[config.mk]
export PLATFORM = sky130hd
export DESIGN_NAME = mem_lsu
export DESIGN_NICKNAME = d
export VERILOG_FILES = /design/src/rtl/mem_lsu_pkg.sv /design/src/rtl/mem_lsu_align.sv /design/src/rtl/mem_lsu.sv
export SDC_FILE = /design/constraint.sdc
export NUM_CORES = 1
export LEC_CHECK = 0
export ABC_AREA = 1
export CAP_MARGIN = 20
export CORE_AREA = 2 2 280 282
export DETAILED_ROUTE_END_ITERATION = 10
export DIE_AREA = 0 0 282 284
export GPL_TIMING_DRIVEN = 0
export HOLD_SLACK_MARGIN = 0.12
export PLACE_DENSITY = 0.53
export SLEW_MARGIN = 15
export SYNTH_ARGS = -nofsm -noshare
export SYNTH_HDL_FRONTEND = slang
export SYNTH_SLANG_ARGS = --single-unit
[constraint.sdc]
create_clock -name clk -period 3.8 [get_ports clk]
set_input_delay 0.57 -clock clk [delete_from_list [all_inputs] [get_ports clk]]
set_output_delay 0.57 -clock clk [all_outputs]
set_load 0.02 [all_outputs]
[src/rtl/mem_lsu_pkg.sv]
// Shared widths, opcode/funct3 constants and the alignment rule for the
// memory stage.
package mem_lsu_pkg;

  localparam int RegBus     = 64;
  localparam int RegAddrBus = 5;
  localparam int CSRAddrBus = 12;

  localparam logic [6:0] Opcode_Load  = 7'b0000011;
  localparam logic [6:0] Opcode_Store = 7'b0100011;

  localparam logic [2:0] funct3_B  = 3'b000;
  localparam logic [2:0] funct3_H  = 3'b001;
  localparam logic [2:0] funct3_W  = 3'b010;
  localparam logic [2:0] funct3_D  = 3'b011;
  localparam logic [2:0] funct3_BU = 3'b100;
  localparam logic [2:0] funct3_HU = 3'b101;
  localparam logic [2:0] funct3_WU = 3'b110;

  // funct3[1:0] encodes the access size for both loads and stores.
  function automatic logic misaligned(input logic [2:0] funct3, input logic [2:0] addr_lo);
    case (funct3[1:0])
      2'b01:   misaligned = addr_lo[0];
      2'b10:   misaligned = |addr_lo[1:0];
      2'b11:   misaligned = |addr_lo;
      default: misaligned = 1'b0;
    endcase
  endfunction

endpackage

[src/rtl/mem_lsu_align.sv]
// Combinational load lane extraction/extension and store mask/data lane
// placement for a 64-bit data memory word.
module mem_align
  import mem_lsu_pkg::*;
(
  input  logic [2:0]        funct3_i,
  input  logic [2:0]        addr_lo_i,
  input  logic [RegBus-1:0] rdata_i,
  input  logic [RegBus-1:0] sdata_i,
  output logic [RegBus-1:0] load_data_o,
  output logic [7:0]        wmask_o,
  output logic [RegBus-1:0] wdata_o
);

  logic [RegBus-1:0] byte_sh, half_sh, word_sh;
  logic [7:0]        lb;
  logic [15:0]       lh;
  logic [31:0]       lw;

  always_comb begin
    byte_sh = rdata_i >> {addr_lo_i, 3'b000};
    half_sh = rdata_i >> {addr_lo_i[2:1], 4'b0000};
    word_sh = rdata_i >> {addr_lo_i[2], 5'b00000};
    lb = byte_sh[7:0];
    lh = half_sh[15:0];
    lw = word_sh[31:0];
    case (funct3_i)
      funct3_B:  load_data_o = {{56{lb[7]}}, lb};
      funct3_H:  load_data_o = {{48{lh[15]}}, lh};
      funct3_W:  load_data_o = {{32{lw[31]}}, lw};
      funct3_BU: load_data_o = {56'd0, lb};
      funct3_HU: load_data_o = {48'd0, lh};
      funct3_WU: load_data_o = {32'd0, lw};
      default:   load_data_o = rdata_i;
    endcase
  end

  always_comb begin
    case (funct3_i[1:0])
      2'b00: begin
        wmask_o = 8'h01 << addr_lo_i;
        wdata_o = {56'd0, sdata_i[7:0]} << {addr_lo_i, 3'b000};
      end
      2'b01: begin
        wmask_o = 8'h03 << addr_lo_i;
        wdata_o = {48'd0, sdata_i[15:0]} << {addr_lo_i, 3'b000};
      end
      2'b10: begin
        wmask_o = 8'h0F << addr_lo_i;
        wdata_o = {32'd0, sdata_i[31:0]} << {addr_lo_i, 3'b000};
      end
      default: begin
        wmask_o = 8'hFF;
        wdata_o = sdata_i;
      end
    endcase
  end

endmodule

[src/rtl/mem_lsu.sv]
// Memory stage: passes non-memory results through in one cycle and runs a
// request/ack handshake for aligned loads and stores, stalling upstream.
module mem_lsu
  import mem_lsu_pkg::*;
#(
  parameter int ADDR_W = 64,
  parameter int DATA_W = 64
) (
  input  logic                  clk,
  input  logic                  rst,
  input  logic                  in_valid_i,
  input  logic [6:0]            opcode_i,
  input  logic [2:0]            funct3_i,
  input  logic [DATA_W-1:0]     ex_wdata_i,
  input  logic [DATA_W-1:0]     store_data_i,
  input  logic [RegAddrBus-1:0] rd_addr_i,
  input  logic                  wreg_i,
  input  logic [CSRAddrBus-1:0] csr_waddr_i,
  input  logic                  csr_wreg_i,
  input  logic [DATA_W-1:0]     csr_wdata_i,
  output logic                  stall_o,
  output logic                  dmem_req_o,
  output logic                  dmem_we_o,
  output logic [ADDR_W-1:0]     dmem_addr_o,
  output logic [7:0]            dmem_wmask_o,
  output logic [DATA_W-1:0]     dmem_wdata_o,
  input  logic                  dmem_ack_i,
  input  logic [DATA_W-1:0]     dmem_rdata_i,
  output logic                  wb_valid_o,
  output logic                  wb_wreg_o,
  output logic [RegAddrBus-1:0] wb_rd_addr_o,
  output logic [DATA_W-1:0]     wb_wdata_o,
  output logic                  wb_csr_wreg_o,
  output logic [CSRAddrBus-1:0] wb_csr_waddr_o,
  output logic [DATA_W-1:0]     wb_csr_wdata_o,
  output logic [DATA_W-1:0]     mem_back_wdata_o,
  output logic [RegAddrBus-1:0] mem_back_rd_addr_o,
  output logic                  mem_back_wreg_o,
  output logic                  mem_back_csr_wreg_o,
  output logic [CSRAddrBus-1:0] mem_back_csr_waddr_o,
  output logic [DATA_W-1:0]     mem_back_csr_wdata_o,
  output logic                  misalign_o
);

  typedef enum logic {S_IDLE = 1'b0, S_REQ = 1'b1} state_t;

  state_t                  state_q;
  logic                    req_q, we_q, is_load_q, wreg_q, csr_wreg_q;
  logic [2:0]              f3_q;
  logic [RegBus-1:0]       addr_q, sdata_q, csr_wdata_q;
  logic [RegAddrBus-1:0]   rd_q;
  logic [CSRAddrBus-1:0]   csr_waddr_q;

  logic                    wb_valid_q, wb_wreg_q, wb_csr_wreg_q, misalign_q;
  logic [RegAddrBus-1:0]   wb_rd_q;
  logic [RegBus-1:0]       wb_wdata_q, wb_csr_wdata_q;
  logic [CSRAddrBus-1:0]   wb_csr_waddr_q;

  logic                    is_load, is_store, is_mem, mis;
  logic [RegBus-1:0]       load_data, st_wdata;
  logic [7:0]              st_wmask;

  assign is_load  = (opcode_i == Opcode_Load);
  assign is_store = (opcode_i == Opcode_Store);
  assign is_mem   = is_load | is_store;
  assign mis      = is_mem & misaligned(funct3_i, ex_wdata_i[2:0]);

  // Driven from captured fields so addr/mask/data stay stable across the wait.
  mem_align u_align (
    .funct3_i    (f3_q),
    .addr_lo_i   (addr_q[2:0]),
    .rdata_i     (dmem_rdata_i),
    .sdata_i     (sdata_q),
    .load_data_o (load_data),
    .wmask_o     (st_wmask),
    .wdata_o     (st_wdata)
  );

  always_ff @(posedge clk) begin
    if (rst) begin
      state_q        <= S_IDLE;
      req_q          <= 1'b0;
      we_q           <= 1'b0;
      is_load_q      <= 1'b0;
      wreg_q         <= 1'b0;
      csr_wreg_q     <= 1'b0;
      f3_q           <= '0;
      addr_q         <= '0;
      sdata_q        <= '0;
      csr_wdata_q    <= '0;
      rd_q           <= '0;
      csr_waddr_q    <= '0;
      wb_valid_q     <= 1'b0;
      wb_wreg_q      <= 1'b0;
      wb_csr_wreg_q  <= 1'b0;
      misalign_q     <= 1'b0;
      wb_rd_q        <= '0;
      wb_wdata_q     <= '0;
      wb_csr_wdata_q <= '0;
      wb_csr_waddr_q <= '0;
    end else begin
      wb_valid_q    <= 1'b0;
      wb_wreg_q     <= 1'b0;
      wb_csr_wreg_q <= 1'b0;
      misalign_q    <= 1'b0;
      case (state_q)
        S_IDLE: begin
          if (in_valid_i) begin
            if (is_mem && !mis) begin
              state_q     <= S_REQ;
              req_q       <= 1'b1;
              we_q        <= is_store;
              is_load_q   <= is_load;
              f3_q        <= funct3_i;
              addr_q      <= ex_wdata_i;
              sdata_q     <= store_data_i;
              rd_q        <= rd_addr_i;
              wreg_q      <= wreg_i;
              csr_waddr_q <= csr_waddr_i;
              csr_wreg_q  <= csr_wreg_i;
              csr_wdata_q <= csr_wdata_i;
            end else begin
              wb_valid_q     <= 1'b1;
              wb_rd_q        <= rd_addr_i;
              wb_wdata_q     <= ex_wdata_i;
              wb_csr_waddr_q <= csr_waddr_i;
              wb_csr_wdata_q <= csr_wdata_i;
              if (mis) begin
                misalign_q <= 1'b1;
              end else begin
                wb_wreg_q     <= wreg_i;
                wb_csr_wreg_q <= csr_wreg_i;
              end
            end
          end
        end
        S_REQ: begin
          if (dmem_ack_i) begin
            state_q        <= S_IDLE;
            req_q          <= 1'b0;
            we_q           <= 1'b0;
            wb_valid_q     <= 1'b1;
            wb_rd_q        <= rd_q;
            wb_wdata_q     <= is_load_q ? load_data : addr_q;
            wb_wreg_q      <= is_load_q & wreg_q;
            wb_csr_wreg_q  <= csr_wreg_q;
            wb_csr_waddr_q <= csr_waddr_q;
            wb_csr_wdata_q <= csr_wdata_q;
          end
        end
        default: state_q <= S_IDLE;
      endcase
    end
  end

  assign stall_o      = (state_q == S_REQ);
  assign dmem_req_o   = req_q;
  assign dmem_we_o    = we_q;
  assign dmem_addr_o  = {addr_q[ADDR_W-1:3], 3'b000};
  assign dmem_wmask_o = we_q ? st_wmask : 8'h00;
  assign dmem_wdata_o = we_q ? st_wdata : '0;

  assign wb_valid_o     = wb_valid_q;
  assign wb_wreg_o      = wb_wreg_q;
  assign wb_rd_addr_o   = wb_rd_q;
  assign wb_wdata_o     = wb_wdata_q;
  assign wb_csr_wreg_o  = wb_csr_wreg_q;
  assign wb_csr_waddr_o = wb_csr_waddr_q;
  assign wb_csr_wdata_o = wb_csr_wdata_q;
  assign misalign_o     = misalign_q;

  assign mem_back_wdata_o     = wb_wdata_q;
  assign mem_back_rd_addr_o   = wb_rd_q;
  assign mem_back_wreg_o      = wb_wreg_q;
  assign mem_back_csr_wreg_o  = wb_csr_wreg_q;
  assign mem_back_csr_waddr_o = wb_csr_waddr_q;
  assign mem_back_csr_wdata_o = wb_csr_wdata_q;

endmodule

======== Word level (Yosys, flattened, before mapping) ========
Index checks and enable logic that the tools add are counted.
cells by class
  add/subtract/negate cells ............... 0
  $mul .................................... 0
  divide/modulo/power cells ............... 0
  $lt $le $gt $ge ......................... 0
  equality and inequality tests ........... 16
  shift-type cells ........................ 9
  mux-type cells .......................... 49
  bitwise operators ....................... 5
  reduce and logical (&&, ||, !) cells .... 10
operator list
  cell                                              count
  two-way mux 64 bit                                8
  one-hot mux 64 bit (6 select lines)               1
  one-hot mux 64 bit (2 select lines)               2
  one-hot mux 64 bit (3 select lines)               1
  << shifter 16 x 6 -> 64 bit                       1
  << shifter 32 x 6 -> 64 bit                       1
  << shifter 8 x 6 -> 64 bit                        1
  >> shifter 64 x 6 -> 16 bit                       1
  >> shifter 64 x 6 -> 32 bit                       1
  >> shifter 64 x 6 -> 8 bit                        1
  two-way mux 12 bit                                3
  one-hot mux 12 bit (2 select lines)               1
  one-hot mux 8 bit (3 select lines)                1
  two-way mux 1 bit                                 20
  two-way mux 5 bit                                 3
  one-hot mux 1 bit (2 select lines)                6
  one-hot mux 5 bit (2 select lines)                1
  == test 3 bit (second input constant)             3
  AND reduction 3 bit                               3
  two-way mux 8 bit                                 1
  inequality test 2 bit (second input constant)     4
  << shifter 1 x 3 -> 8 bit (first input constant)  1
  << shifter 2 x 3 -> 8 bit (first input constant)  1
  << shifter 4 x 3 -> 8 bit (first input constant)  1
  17 further kinds                                  22
word-level totals
  bits in registers ....................... 367
  bits in latches ......................... 0
  bits in writable memories ............... 0
  ROM bits ................................ 0
  input port bits ......................... 289
  memories kept ........................... 0

======== Depth between registers and ports, before layout ========
  word-level depth ........................ 8
  mapped depth ............................ 15

======== By module ========
From an unflattened synthesis, not the netlist that was laid out.
second synthesis, totals
  cell total of the unflattened synthesis .. 3,533
  area, all modules ....................... 22,203.8 µm²
modules (own cells, without submodules)
  module     times used  cells each  area an instance (µm²)
  mem_lsu    1           2,696       18,272.5
  mem_align  1           837         3,931.3

======== Worst setup path after synthesis ========
No wires, ideal clock.
  path kind ............................... reg2out
  from .................................... register f3_q[1]
  to ...................................... output port dmem_wdata_o[17]
  arrival time ............................ 1.883 ns
  required time ........................... 3.230 ns
  slack ................................... 1.347 ns
  stages on the path, launching flop included .. 10
  path through ............................ dfxtp_1 ha_1 buf_2 inv_2 nand2_2 inv_2 nor2_1 inv_2 clkbuf_1 a211oi_1
between the ends
  cells in the longest elaborated chain, start to end .. 3
  elaborated cells on any way between the ends .. 5
  those cells by class .................... eq/ne (2); mux (2); reduce/logical (1)
RTL lines
  what                                         line                 RTL
  from (decl)                                  mem_lsu.sv:49        logic [2:0] f3_q;
  from (signal assigned)                       mem_lsu.sv:114       f3_q <= funct3_i;
  == test 2 bit, or another cell as far along  mem_lsu_align.sv:39  case (funct3_i[1:0])
  one-hot mux 64 bit (3 select lines) (*)      mem_lsu_align.sv:39
  two-way mux 64 bit (*)                       mem_lsu.sv:161       assign dmem_wdata_o = we_q ? st_wdata : '0;
  to (decl)                                    mem_lsu.sv:26        output logic [DATA_W-1:0] dmem_wdata_o,
Mark *: on every way between the ends. The rest lies on a longest branch, timed or not.

======== Final worst setup path ========
  from .................................... register f3_q[0]
  to ...................................... output port dmem_wdata_o[53]
Same word-level chain as after synthesis.

==> results.toml <==
[floorplanning]
core.rowCount = 102
die_area_sq_mm = 0.0801
initial_core_util_pct = 25.0
ioPinCount = 724
core_sq_mm = 0.0770
dieHeight_um = 284
die_x_um = 282

[routing]
drt_iter0_drc = 1429
first_pass_iters = 5
wl_mm = 106
post_drt_wl_per_cell_um = 22.9
via_per_inst = 4.75
postRouteAntennaNets = 0
drc = 0
vias = 21969

[synthesis]
synth_warnings = 0
syn_area_sq_mm = 0.0192
syn_avg_cell_area_sq_um = 6.94
synthFlopType = "dfxtp_1"
synth.distinct_cells = 38
synthCells = 2775
synth_compound_area_share_pct = 23.1
synth_top_family_by_area = "compound AO/OA/AOI/OAI gates"
synthAdderAreaFrac_pct = 0.325
yosysSeqAreaShare_pct = 38.2
synth_edf_count = 0
ys_ff_latch = 367
synth_xor_area_share_pct = 0
synthArstFlopShare_pct = 0
synth_simple_gate_area_share_pct = 18.5
synth.area.mux_share_pct = 4.06

[clock_tree]
h-tree-depth = 2
cts.sinks = 367
clk_latency_ns = 0.59
post_cts_buffers = 0
clk_pin_slew_ns = 0.06
cts_root_buf = "clkbuf_16"
cts_buffers = 45
cts_tree = "done"
cts_buffer_depth = 3

[grt]
antenna_found_initial = 31
grt_pass1_vias = 21346
grt_use_total_pct = 25.4
grt-ovfl-total = 0
grt_pass1_wl_mm = 150
grt_max_degree = 13

[power]
leakagePower_nw = 11.6
power_density_mw_per_mm2 = 356
ir_drop_v = 0.000304

[sta]
fin_setup_tns_ns = 0
maxSlewHeadroom_pct = 29.1
fin_crit_sh_pct = 99.8
period_minus_slack_ns = 3.79
fin_ws_ns = 0.00787
slew_viol_final = 0
rsz0062_at_grt = "true"
fmax_mhz = 264
max_slew.worst_pin.slew_ns = 1.06
finClkSkew_ns = 0.0221
finalSetupViolCount = 0
finalHoldViolCount = 0

[critical_path]
required_ns = 3.23
cp-end-kind = "output pin"
reg2reg_to = "csr_wdata_q[63]"
start_kind = "flop"
ff2ff_path_depth = 8
crit_fanout = 8
r2r_start = "stall_o"
critPathKind = "reg2out"
reg2reg_slack_ns = 1.18
cp.arrival_ns = 3.22

[placed_design]
hpwl_mm = 86.0
numPortBuffers = 719
gp_congestion = 0.956
placed_area_sq_mm = 0.0278
post-place-ws_ns = -0.0272

[layout]
drive_above_1_share_pct = 12.4
design_area_sq_mm = 0.0297
fin_nets = 3838
nFillCells = 8368
syn2layout_area_growth_pct = 54.1

[hold_path]
holdPathStages = 2
min-delay-path-class = "reg2reg"
hold_end = "rd_q[4]"
hold_start = "rd_q[4]"

[status]
status = "complete, no violations"

[flow_run]
max-cap-violations = 0
-- synth_stat cells, types with 28 or more instances --
master	count	area share, %
a21oi_1	454	12
buf_2	61	1.6
buf_4	227	8.9
clkbuf_1	107	2.1
dfxtp_1	367	38
inv_1	131	2.6
mux2i_1	78	4.1
nand2_1	716	14
nand3_1	35	0.91
nor2_1	148	2.9
o21ai_0	288	7.5
o21ai_1	28	0.73
o22ai_1	38	1.2
-- sequential cells by signal (all words and copies together) (netlist names), 3 cells and up --
register	flops
mem_back_rd_addr_o	5
rd_q	5
csr_wdata_q	64
csr_waddr_q	12
sdata_q	64
addr_q	64
mem_back_wdata_o	64
mem_back_csr_wdata_o	64
f3_q	3
mem_back_csr_waddr_o	12
-- critical path, stage by stage (launching register included) --
cell,delay [ns]
dfxtp_1,0.34
inv_1,0.15
ha_2,0.28
inv_2,0.13
nor2_8,0.18
inv_1,0.21
o22ai_2,0.26
a21oi_1,0.18
o22ai_1,0.23
o21ai_0,0.13
nor2_1,0.18
dlygate4sd2_1,0.36
-- per-layer routing --
layer	global-route usage [%]	share of wire, %	vias to the layer above
li1	-	-	10523
met1	30.3	40	10342
met2	44.8	49	902
met3	7.11	8.5	162
met4	5.86	2.2	40
met5	0	0.25	-
-- power by group --
group          total [mW]  internal (mW)  switching, mW
Combinational        1.59          0.816          0.775
Clock                4.90           3.00           1.90
Sequential           4.07           3.96          0.113
-- worst max-delay path by stage --
stage | from | end | slack (ns)
2_1_floorplan | f3_q[1] | dmem_wdata_o[17] | 1.35
3_3_place_gp | f3_q[1] | dmem_wdata_o[45] | -0.04
3_5_place_dp | f3_q[1] | dmem_wdata_o[45] | -0.03
4_1_cts | f3_q[0] | dmem_wdata_o[54] | -0.008
5_1_grt | f3_q[0] | dmem_wdata_o[53] | -0.07
6_report | f3_q[0] | dmem_wdata_o[53] | 0.008
-- timing repair --
action                                 4_1_cts  5_1_grt
hold buffers                                 0        0
setup endpoints to repair                   71       55
gates resized for setup                     87       52
endpoints found under the hold margin        0        0
-- layout by cell type, fill, tap and decap left out, drive strengths merged, types with 30 or more instances in the layout --
cell type      netlist  final
clkbuf             109    178
dfxtp              367    367
buf                303    302
o22ai               38     38
nand2              721    721
nor2               151    151
nand3               37     37
dlymetal6s2s         0     30
dlygate4sd2          0     31
a21oi              454    454
clkdlybuf4s50        0    654
mux2i               78     78
o21ai              316    316
inv                140    141
-- per-stage QoR --
step | power, mW | instances | hold WS [ns] | util, %
after floorplan | 4.79 | 2777 | 0.429 | -
final | 10.6 | 4628 | 0.455 | 38.5
after global routing | 10.9 | 4628 | 0.476 | 38.5
after global placement | 5.75 | 4536 | 0.443 | 36.1
after detailed placement | 5.75 | 4537 | 0.449 | 36.1
after CTS | 10.7 | 4620 | 0.458 | 38.4
-- logic make-up after synthesis --
kind of cell	Yosys count
buffers and inverters	554
AOI/OAI and AO/OA	855
muxes	78
adders and majority gates	5
DFF	367
and+or+nand+nor	915
other	1
-- cell type report --
class	instances	area, sq um	share of cell area [%]
clock buffer	64	1260	4.24
antenna	8	20.0	0.0675
timing repair buffer	720	7230	24.4
clock inverter	19	378	1.27
sequential	367	7350	24.8
inverter	142	538	1.81
multi-input combinational	1856	9040	30.5
tap	1040	1300	4.39
buffer	412	2540	8.56
(Power assumes the default switching activity.)
